File: config.mk
export PLATFORM = sky130hd
export DESIGN_NAME = matmul_ctrl
export DESIGN_NICKNAME = d
export VERILOG_FILES = /design/src/rtl/matmul_ctrl.sv
export SDC_FILE = /design/constraint.sdc
export NUM_CORES = 1
export LEC_CHECK = 0
export CORE_ASPECT_RATIO = 0.6
export CORE_MARGIN = 1
export CORE_UTILIZATION = 40
export DETAILED_ROUTE_END_ITERATION = 12
export PLACE_DENSITY = 0.71
export SLEW_MARGIN = 10
export SYNTH_ARGS = -nofsm -noshare
export SYNTH_HDL_FRONTEND = slang
export SYNTH_SLANG_ARGS = --single-unit
export TNS_END_PERCENT = 1
File: constraint.sdc
create_clock -name clk -period 3.4 [get_ports clk]
set_input_delay 0.85 -clock clk [delete_from_list [all_inputs] [get_ports clk]]
set_output_delay 0.85 -clock clk [all_outputs]
set_load 0.01 [all_outputs]
File: src/rtl/matmul_ctrl.sv
// -----------------------------------------------------------------------------
// matmul_ctrl -- sequencer for a serial M x N by N x M matrix multiply.
//
// The block only generates addresses and strobes; operand data, the MAC and
// the result memory live outside. One multiply runs through:
//   LOAD_A  : stream A (M x N, row-major) into the A memory, one element per
//             cycle with in_valid=1 (in_valid=0 stalls).
//   LOAD_B  : same for B (N x M, row-major).
//   COMPUTE : M*M*N back-to-back read issues, k innermost, then j, then i.
//   DRAIN   : two cycles to retire the last MAC step and result write.
//   OUTPUT  : read the M*M results back out in address order.
//   DONE    : one-cycle completion pulse, then back to IDLE.
//
// Operand and result memories have a one-cycle read latency, so mac_en,
// mac_clr and out_valid are the corresponding issue flags delayed by one
// cycle; res_we/res_addr trail the last mac_en of each inner product by one.
//
// Handshake: start is sampled only in IDLE; in_valid is sampled only in
// LOAD_A/LOAD_B, and an element is accepted on every such cycle it is 1.
//
// Ports:
//   clk, reset (async, active-low), start, in_valid
//   a_we/a_addr, b_we/b_addr  operand memory write strobes and addresses
//   mac_clr, mac_en           MAC control (aligned with read data)
//   res_we/res_addr           result memory write
//   out_addr, out_valid       result read-out address / data valid
//   busy, done                status
//   state_dbg                 current FSM state encoding (for checkers)
//   perf_cycles               busy-cycle counter, only when MATMUL_CTRL_PERF_EN
//                             is defined
//
// Parameters: DW element width (datapath outside this block), M, N matrix
// dimensions, AW address width with 2**AW >= max(M*N, M*M).
// -----------------------------------------------------------------------------
module matmul_ctrl #(
    parameter int DW = 8,
    parameter int M  = 3,
    parameter int N  = 4,
    parameter int AW = 8
) (
    input  logic          clk,
    input  logic          reset,
    input  logic          start,
    input  logic          in_valid,
    output logic          a_we,
    output logic          b_we,
    output logic [AW-1:0] a_addr,
    output logic [AW-1:0] b_addr,
    output logic          mac_clr,
    output logic          mac_en,
    output logic          res_we,
    output logic [AW-1:0] res_addr,
    output logic [AW-1:0] out_addr,
    output logic          out_valid,
    output logic          busy,
    output logic          done,
    output logic [2:0]    state_dbg
`ifdef MATMUL_CTRL_PERF_EN
    ,
    output logic [15:0]   perf_cycles
`endif
);

    // Parameter sanity checks at elaboration time.
    if (DW < 1) begin : g_dw_check
        $error("matmul_ctrl: DW must be at least 1");
    end
    if ((2 ** AW) < M * N || (2 ** AW) < M * M) begin : g_aw_check
        $error("matmul_ctrl: AW too small for M*N or M*M addresses");
    end

    typedef enum logic [2:0] {
        S_IDLE    = 3'd0,
        S_LOAD_A  = 3'd1,
        S_LOAD_B  = 3'd2,
        S_COMPUTE = 3'd3,
        S_DRAIN   = 3'd4,
        S_OUTPUT  = 3'd5,
        S_DONE    = 3'd6
    } state_t;

    localparam logic [AW-1:0] LOAD_LAST = AW'(M * N - 1);
    localparam logic [AW-1:0] OUT_LAST  = AW'(M * M - 1);
    localparam logic [AW-1:0] IJ_LAST   = AW'(M - 1);
    localparam logic [AW-1:0] K_LAST    = AW'(N - 1);
    localparam logic [AW-1:0] M_AW      = AW'(M);
    localparam logic [AW-1:0] N_AW      = AW'(N);

    state_t        state, state_nxt;
    logic [AW-1:0] cnt;            // load element index / output address
    logic [AW-1:0] ci, cj, ck;     // compute loop counters
    logic          drain_cnt;
    logic          rd_issue;       // operand read issued this cycle
    logic          out_issue;      // result read issued this cycle

    // Pipeline stage aligned with operand read data.
    logic          issue_q, clr_q, last_q;
    logic [AW-1:0] raddr_q;
    // Result write stage.
    logic          res_we_q;
    logic [AW-1:0] res_addr_q;
    logic          out_valid_q;

    // ------------------------------------------------------------------
    // Next-state and combinational outputs
    // ------------------------------------------------------------------
    always_comb begin
        state_nxt = state;
        a_we      = 1'b0;
        b_we      = 1'b0;
        a_addr    = '0;
        b_addr    = '0;
        out_addr  = '0;
        rd_issue  = 1'b0;
        out_issue = 1'b0;
        case (state)
            S_IDLE: begin
                if (start) state_nxt = S_LOAD_A;
            end
            S_LOAD_A: begin
                a_addr = cnt;
                a_we   = in_valid;
                if (in_valid && cnt == LOAD_LAST) state_nxt = S_LOAD_B;
            end
            S_LOAD_B: begin
                b_addr = cnt;
                b_we   = in_valid;
                if (in_valid && cnt == LOAD_LAST) state_nxt = S_COMPUTE;
            end
            S_COMPUTE: begin
                a_addr   = ci * N_AW + ck;
                b_addr   = ck * M_AW + cj;
                rd_issue = 1'b1;
                if (ci == IJ_LAST && cj == IJ_LAST && ck == K_LAST)
                    state_nxt = S_DRAIN;
            end
            S_DRAIN: begin
                if (drain_cnt) state_nxt = S_OUTPUT;
            end
            S_OUTPUT: begin
                out_addr  = cnt;
                out_issue = 1'b1;
                if (cnt == OUT_LAST) state_nxt = S_DONE;
            end
            S_DONE: begin
                state_nxt = S_IDLE;
            end
            default: state_nxt = S_IDLE;
        endcase
    end

    // ------------------------------------------------------------------
    // State and counters
    // ------------------------------------------------------------------
    always_ff @(posedge clk or negedge reset) begin
        if (!reset) begin
            state     <= S_IDLE;
            cnt       <= '0;
            ci        <= '0;
            cj        <= '0;
            ck        <= '0;
            drain_cnt <= 1'b0;
        end else begin
            state <= state_nxt;
            case (state)
                S_LOAD_A, S_LOAD_B: begin
                    if (in_valid) cnt <= (cnt == LOAD_LAST) ? '0 : cnt + 1'b1;
                end
                S_OUTPUT: begin
                    cnt <= (cnt == OUT_LAST) ? '0 : cnt + 1'b1;
                end
                default: cnt <= '0;
            endcase
            if (state == S_COMPUTE) begin
                if (ck == K_LAST) begin
                    ck <= '0;
                    if (cj == IJ_LAST) begin
                        cj <= '0;
                        ci <= (ci == IJ_LAST) ? '0 : ci + 1'b1;
                    end else begin
                        cj <= cj + 1'b1;
                    end
                end else begin
                    ck <= ck + 1'b1;
                end
            end
            drain_cnt <= (state == S_DRAIN) ? ~drain_cnt : 1'b0;
        end
    end

    // ------------------------------------------------------------------
    // Read-latency pipeline: MAC control and result write
    // ------------------------------------------------------------------
    always_ff @(posedge clk or negedge reset) begin
        if (!reset) begin
            issue_q     <= 1'b0;
            clr_q       <= 1'b0;
            last_q      <= 1'b0;
            raddr_q     <= '0;
            res_we_q    <= 1'b0;
            res_addr_q  <= '0;
            out_valid_q <= 1'b0;
        end else begin
            issue_q     <= rd_issue;
            clr_q       <= rd_issue && (ck == '0);
            last_q      <= rd_issue && (ck == K_LAST);
            raddr_q     <= ci * M_AW + cj;
            res_we_q    <= issue_q && last_q;
            // Only refresh the visible result address when it is written.
            if (issue_q && last_q) res_addr_q <= raddr_q;
            out_valid_q <= out_issue;
        end
    end

    assign mac_en    = issue_q;
    assign mac_clr   = clr_q;
    assign res_we    = res_we_q;
    assign res_addr  = res_addr_q;
    assign out_valid = out_valid_q;
    assign busy      = (state != S_IDLE);
    assign done      = (state == S_DONE);
    assign state_dbg = state;

`ifdef MATMUL_CTRL_PERF_EN
    // Busy-cycle counter: cleared when a start is accepted, counts every
    // non-IDLE cycle, saturates, and holds its value while idle.
    always_ff @(posedge clk or negedge reset) begin
        if (!reset) begin
            perf_cycles <= '0;
        end else if (state == S_IDLE) begin
            if (start) perf_cycles <= '0;
        end else if (perf_cycles != 16'hFFFF) begin
            perf_cycles <= perf_cycles + 16'd1;
        end
    end
`endif

endmodule

# After elaboration in Yosys (flattened, before gate mapping)
# Cells that the tools add are included.
[word_totals] ff_bits=57 input_bits=4 out_inout_bits=43 wordCells=76
[op_classes] add_sub_neg=7 n_mul=2 n_eq_ne=18 mux=22 n_bitwise=1 n_reduce_logical=13
[ops] op="$mux W8" n=7
[ops] op="$pmux W8 S2" n=3
[ops] op="$add A8 B1 Y8 const B" n=4
[ops] op="$add A8 B8 Y8" n=3
[ops] op="$eq A8 B2 Y1 const B" n=3
[ops] op="$mux W3" n=6
[ops] op="$pmux W3 S6" n=1
[ops] op="$eq A8 B4 Y1 const B" n=2
[ops] op="$mul A8 B2 Y8 const B" n=2
[ops] op="$ne A2 B2 Y1 const B" n=7
[ops] op="$eq A3 B3 Y1 const B" n=3
[ops] op="$logic_not A8 Y1" n=1
[ops] op="$eq A3 B2 Y1 const B" n=2
[ops] op="$logic_and A1 B1 Y1" n=6
[ops] op="$reduce_and A6 Y1" n=1
[ops] op="$mux W1" n=5
[ops] op="$eq A3 B1 Y1 const B" n=1
[ops] op="$logic_not A3 Y1" n=1
[ops] op="$reduce_and A3 Y1" n=1
[ops] op="$reduce_bool A3 Y1" n=1
[ops] op="$reduce_and A2 Y1" n=1
[ops] op="$reduce_or A2 Y1" n=1
[ops] op="$not A1 Y1" n=1

# Longest topological paths before layout
[depth] word_depth=5 mapped_depth=9 mapped_depth_nobuf=9

# Least setup slack after synthesis
# OpenSTA, ideal clock, no wires.
[synth_path] kind="flip-flop to output port" start="register cj[1]" end="output b_addr[7]" arrival_ps=2306 t_required_ps=2550 slack_ps=244 path_stages_with_launch=10 n_path_buf=0 cell_sequence="dfrtp_1 > fa_1 > ha_1 > inv_1 > fa_1 > nor2b_1 > o31ai_1 > a21oi_1 > xnor2_1 > o21ai_0"
[synth_via] elab_chain_cells=2
[synth_rtl] element="start: declaration" line="91" source="logic [AW-1:0] ci, cj, ck;"
[synth_rtl] element="start signal: assignment" line="181" source="cj <= cj + 1'b1;"
[synth_rtl] element="$add A8 B8 Y8" line="132" source="b_addr = ck * M_AW + cj;"
[synth_rtl] element="$pmux W8 S2" line="116" source="case (state)"
[synth_rtl] element="end: declaration" line="48" source="output logic [AW-1:0] b_addr,"
# No other way between the ends.

# Worst setup path after layout
[layout_path] start="register ck[0]" end="output b_addr[5]"
[layout_via] elab_chain_cells=3
[layout_rtl] element="start: declaration" line="91"
[layout_rtl] element="start signal: assignment" line="184" source="ck <= ck + 1'b1;"
[layout_rtl] element="$mul A8 B2 Y8" line="132"
[layout_rtl] element="$add A8 B8 Y8" line="132"
[layout_rtl] element="$pmux W8 S2" line="116"
# No other way between the ends.

==> results.py <==
metrics = {
    "outcome": {
        "status": "finished, violations left",
        "failed_checks": "negative setup slack",
    },
    "power": {
        "p_sw_share_pct": 36.3,
        "p_comb_share_pct": 38.5,
        "total_switching_power_uw": 1110,
        "vdd_drop_max_mv": 0.280,
        "power.internal_uw": 1940,
        "power_uw": 3040,
        "p_leak_uw": 0.00248,
        "clock_power_share_pct": 32.1,
        "power_density_nw_per_um2": 587,
        "pwr-share-seq_pct": 29.5,
    },
    "critical_path": {
        "path_cells": "fa_1, ha_2, inv_2, fa_2, nor2b_4, o31ai_4, buf_4, a32o_1, buf_2",
        "timing.rr.start": "ci[0]",
        "ff2ff_path_depth": 10,
        "worstSetupPathType": "register to primary output",
        "cp_slowest_stage_delay_ns": 0.54,
        "critical-path-top-delay-family": "adder cells",
        "reg2reg_slack_ns": 0.90,
        "cp_slowest_cell": "fa_1",
        "cp.buffers_inverters": 3,
        "critPathLaunchType": "register",
        "crit_required_ns": 2.55,
        "cp_max_fo": 2,
        "worstReg2RegEnd": "raddr_q[7]",
        "endpoint_kind": "primary output",
        "cp_data_arrival_time_ns": 2.62,
    },
    "grt": {
        "grt_start_max_net_pins": 31,
        "grt_pass1_vias": 3257,
        "grt_pass1_wl_mm": 16.7,
        "grt_use_total_pct": 20.7,
        "antenna_found_initial": 0,
        "grt_overflow": 0,
    },
    "synthesis": {
        "syn-instance-count": 411,
        "syn_area_um2": 4100,
        "ys_seq_area_share_pct": 34.8,
        "synth_top_flop_cell": "dfrtp_1",
        "ys_async_sr_fraction_pct": 100,
        "synth_edf_count": 0,
        "syn-num-nets": 473,
        "ys_top_cells_by_area": "dfrtp_1, ha_1, fa_1, xnor2_1, nand2_1",
        "yosysTopAreaCell": "dfrtp_1",
        "yosys.area.top_type_share_pct": 34.8,
        "syn_area_per_cell_um2": 9.98,
        "synth_cell_types": 57,
        "ys_seq_elements": 57,
        "ys_warn_count": 0,
    },
    "cells_and_area": {
        "n_antenna_cell": 0,
        "synthToLayoutAreaGrowth_pct": 26.5,
        "drive_above_1_share_pct": 18.1,
        "fillers": 857,
        "nets": 543,
        "fin_cells": 620,
    },
    "worst_hold_path": {
        "hold_class": "register to register",
        "worstHoldStart": "drain_cnt",
        "min_path_cells": 1,
        "whs_endpoint": "drain_cnt",
    },
    "cts": {
        "clockBufferDepth": 2,
        "clk_pin_slew_ns": 0.05,
        "cts-root-buf": "clkbuf_16",
        "numCtsBuffers": 9,
        "cts_tree": "built",
        "worst_skew_pair.late_latency_ns": 0.33,
        "cts_hold_repair.buffers": 0,
        "h-tree-depth": 3,
        "clock_sinks": 57,
    },
    "timing": {
        "finalHoldViolations": 0,
        "fin_crit_ns": 3.47,
        "max_slew_margin_pct": 53.9,
        "setup_ws_ns": -0.0668,
        "maxSlewViolCount": 0,
        "setup_tns_ns": -0.116,
        "rsz0062_at_grt": "yes",
        "setup_viol": 2,
        "max_freq_mhz": 288,
        "whs_ns": 0.414,
        "tightest_slew_ns": 0.691,
        "post-route-period-util_pct": 102,
        "skew_ns": 0.00701,
    },
    "placement": {
        "place_hpwl_mm": 7.68,
        "portBuffers": 46,
        "gp_congestion": 0.880,
        "pre_cts_ws_ns": -0.233,
        "dp.cells": 603,
    },
    "die": {
        "die_h_um": 80.4,
        "fp.dieW_um": 133,
        "die-area_um2": 10700,
        "start_util_pct": 41.4,
        "io_pins": 47,
        "rows": 28,
        "core_area_um2": 9910,
    },
    "run": {
        "drv_cap": 0,
    },
    "detailed_routing": {
        "drt_iter0_drc": 236,
        "dr_total_vias": 3232,
        "wl_per_cell_um": 16.3,
        "vias_per_cell": 5.21,
        "drc_errors": 0,
        "wl_mm": 10.1,
        "final_antenna_net_count": 0,
        "drt_pass1_iterations": 5,
    },
}
==> state kept, by name, indices dropped and copies added, names as in the netlist <==
signal and flops:
cj 8, ck 8, drain_cnt 1, cnt 8, res_we 1, mac_clr 1, state_dbg 3, raddr_q 8
mac_en 1, ci 8, out_valid 1, last_q 1, res_addr 8
==> per-layer routing <==
metal  wire length [um]  GRT usage [%]  vias to the layer above
li1                   -              -                     1553
met1               5090           29.2                     1578
met2               4260           30.8                       93
met3                676           6.25                        8
met4                 79           5.06                        0
met5                  0              0                        -
==> Yosys cell counts (5+ instances only) <==
cell type,n
xnor2_1,19
and3_1,7
inv_1,31
fa_1,15
and2_1,9
nand2_1,37
mux2_2,9
o21ai_0,25
dfrtp_1,57
a21oi_1,19
ha_1,43
nand3_1,12
nor3_1,7
o21ai_1,15
a21o_1,8
o21bai_1,5
nor2_1,19
xor2_1,5
nand4_1,5
buf_2,5
==> layout make-up <==
cell class | instances | area (um^2) | share of cell area, %
Multi-Input combinational cell | 307 | 2500 | 48.3
Sequential cell | 57 | 1430 | 27.5
Timing Repair Buffer | 73 | 641 | 12.4
Clock buffer | 10 | 239 | 4.61
Tap cell | 135 | 169 | 3.26
Inverter | 33 | 126 | 2.44
Clock inverter | 5 | 80.1 | 1.54
==> layout by cell type (no fill, tap or decap), types with 3 or more instances in the layout <==
cell type        instances
clkinv_2                 3
nor2_1                  19
clkdlybuf4s50_1         36
a21oi_1                 16
xor2_1                   5
a21oi_2                  3
mux2_2                   9
nand4_1                  5
o21ai_1                 20
ha_1                    42
nand2b_1                 3
xnor2_1                 19
buf_4                   26
o21bai_1                 5
fa_1                    14
inv_1                   30
a22o_1                   4
buf_2                    5
and4_1                   3
a21o_1                   8
o31ai_1                  3
nand2_1                 37
dfrtp_1                 57
clkbuf_16                9
nor3_1                   7
and3_1                   7
or3_1                    3
o21ai_0                 20
nand3_1                 12
and2_1                   9
==> cell families after synthesis <==
family,count (synthesis),synth area share (%)
multiplexers,10,2.72
AND/OR/NAND/NOR,125,18.0
adder cells (fa/ha/maj),58,20.4
flip-flops,57,34.8
XOR/XNOR,25,5.52
buffers and inverters,47,5.16
AO/OA/AOI/OAI,89,13.4
==> worst max-delay path by stage <==
stage	from	to	slack (ns)	cells after the start
2_1_floorplan	cj[1]	b_addr[7]	0.24	9
3_3_place_gp	cj[1]	b_addr[7]	-0.16	10
3_5_place_dp	cj[1]	b_addr[7]	-0.23	10
4_1_cts	ck[1]	b_addr[6]	-0.22	9
5_1_grt	ck[0]	b_addr[7]	-0.16	10
6_report	ck[0]	b_addr[5]	-0.07	9
==> power groups by stage <==
| stage | combinational [uW] | sequential (uW) | clock, uW |
|---|---|---|---|
| after detailed placement | 1140 | 906 | 0 |
| after global placement | 1110 | 901 | 0 |
| after floorplan | 714 | 880 | 0 |
| final | 1170 | 897 | 976 |
| after global routing | 1300 | 911 | 1030 |
| after CTS | 1150 | 896 | 993 |
==> repair_timing <==
action                                  4_1_cts  5_1_grt
pin swaps                                     2        9
buffers inserted                              0        2
resized for setup                            20       23
endpoints found under the setup margin        8        8
==> per-stage QoR <==
stage	area [um^2]	util [%]
5_1_grt	5190	52.3
3_5_place_dp	4840	48.8
6_report	5190	52.3
2_1_floorplan	4100	-
4_1_cts	5160	52.1
3_3_place_gp	4840	48.8
Note: power is estimated with default switching activity, not from simulation.
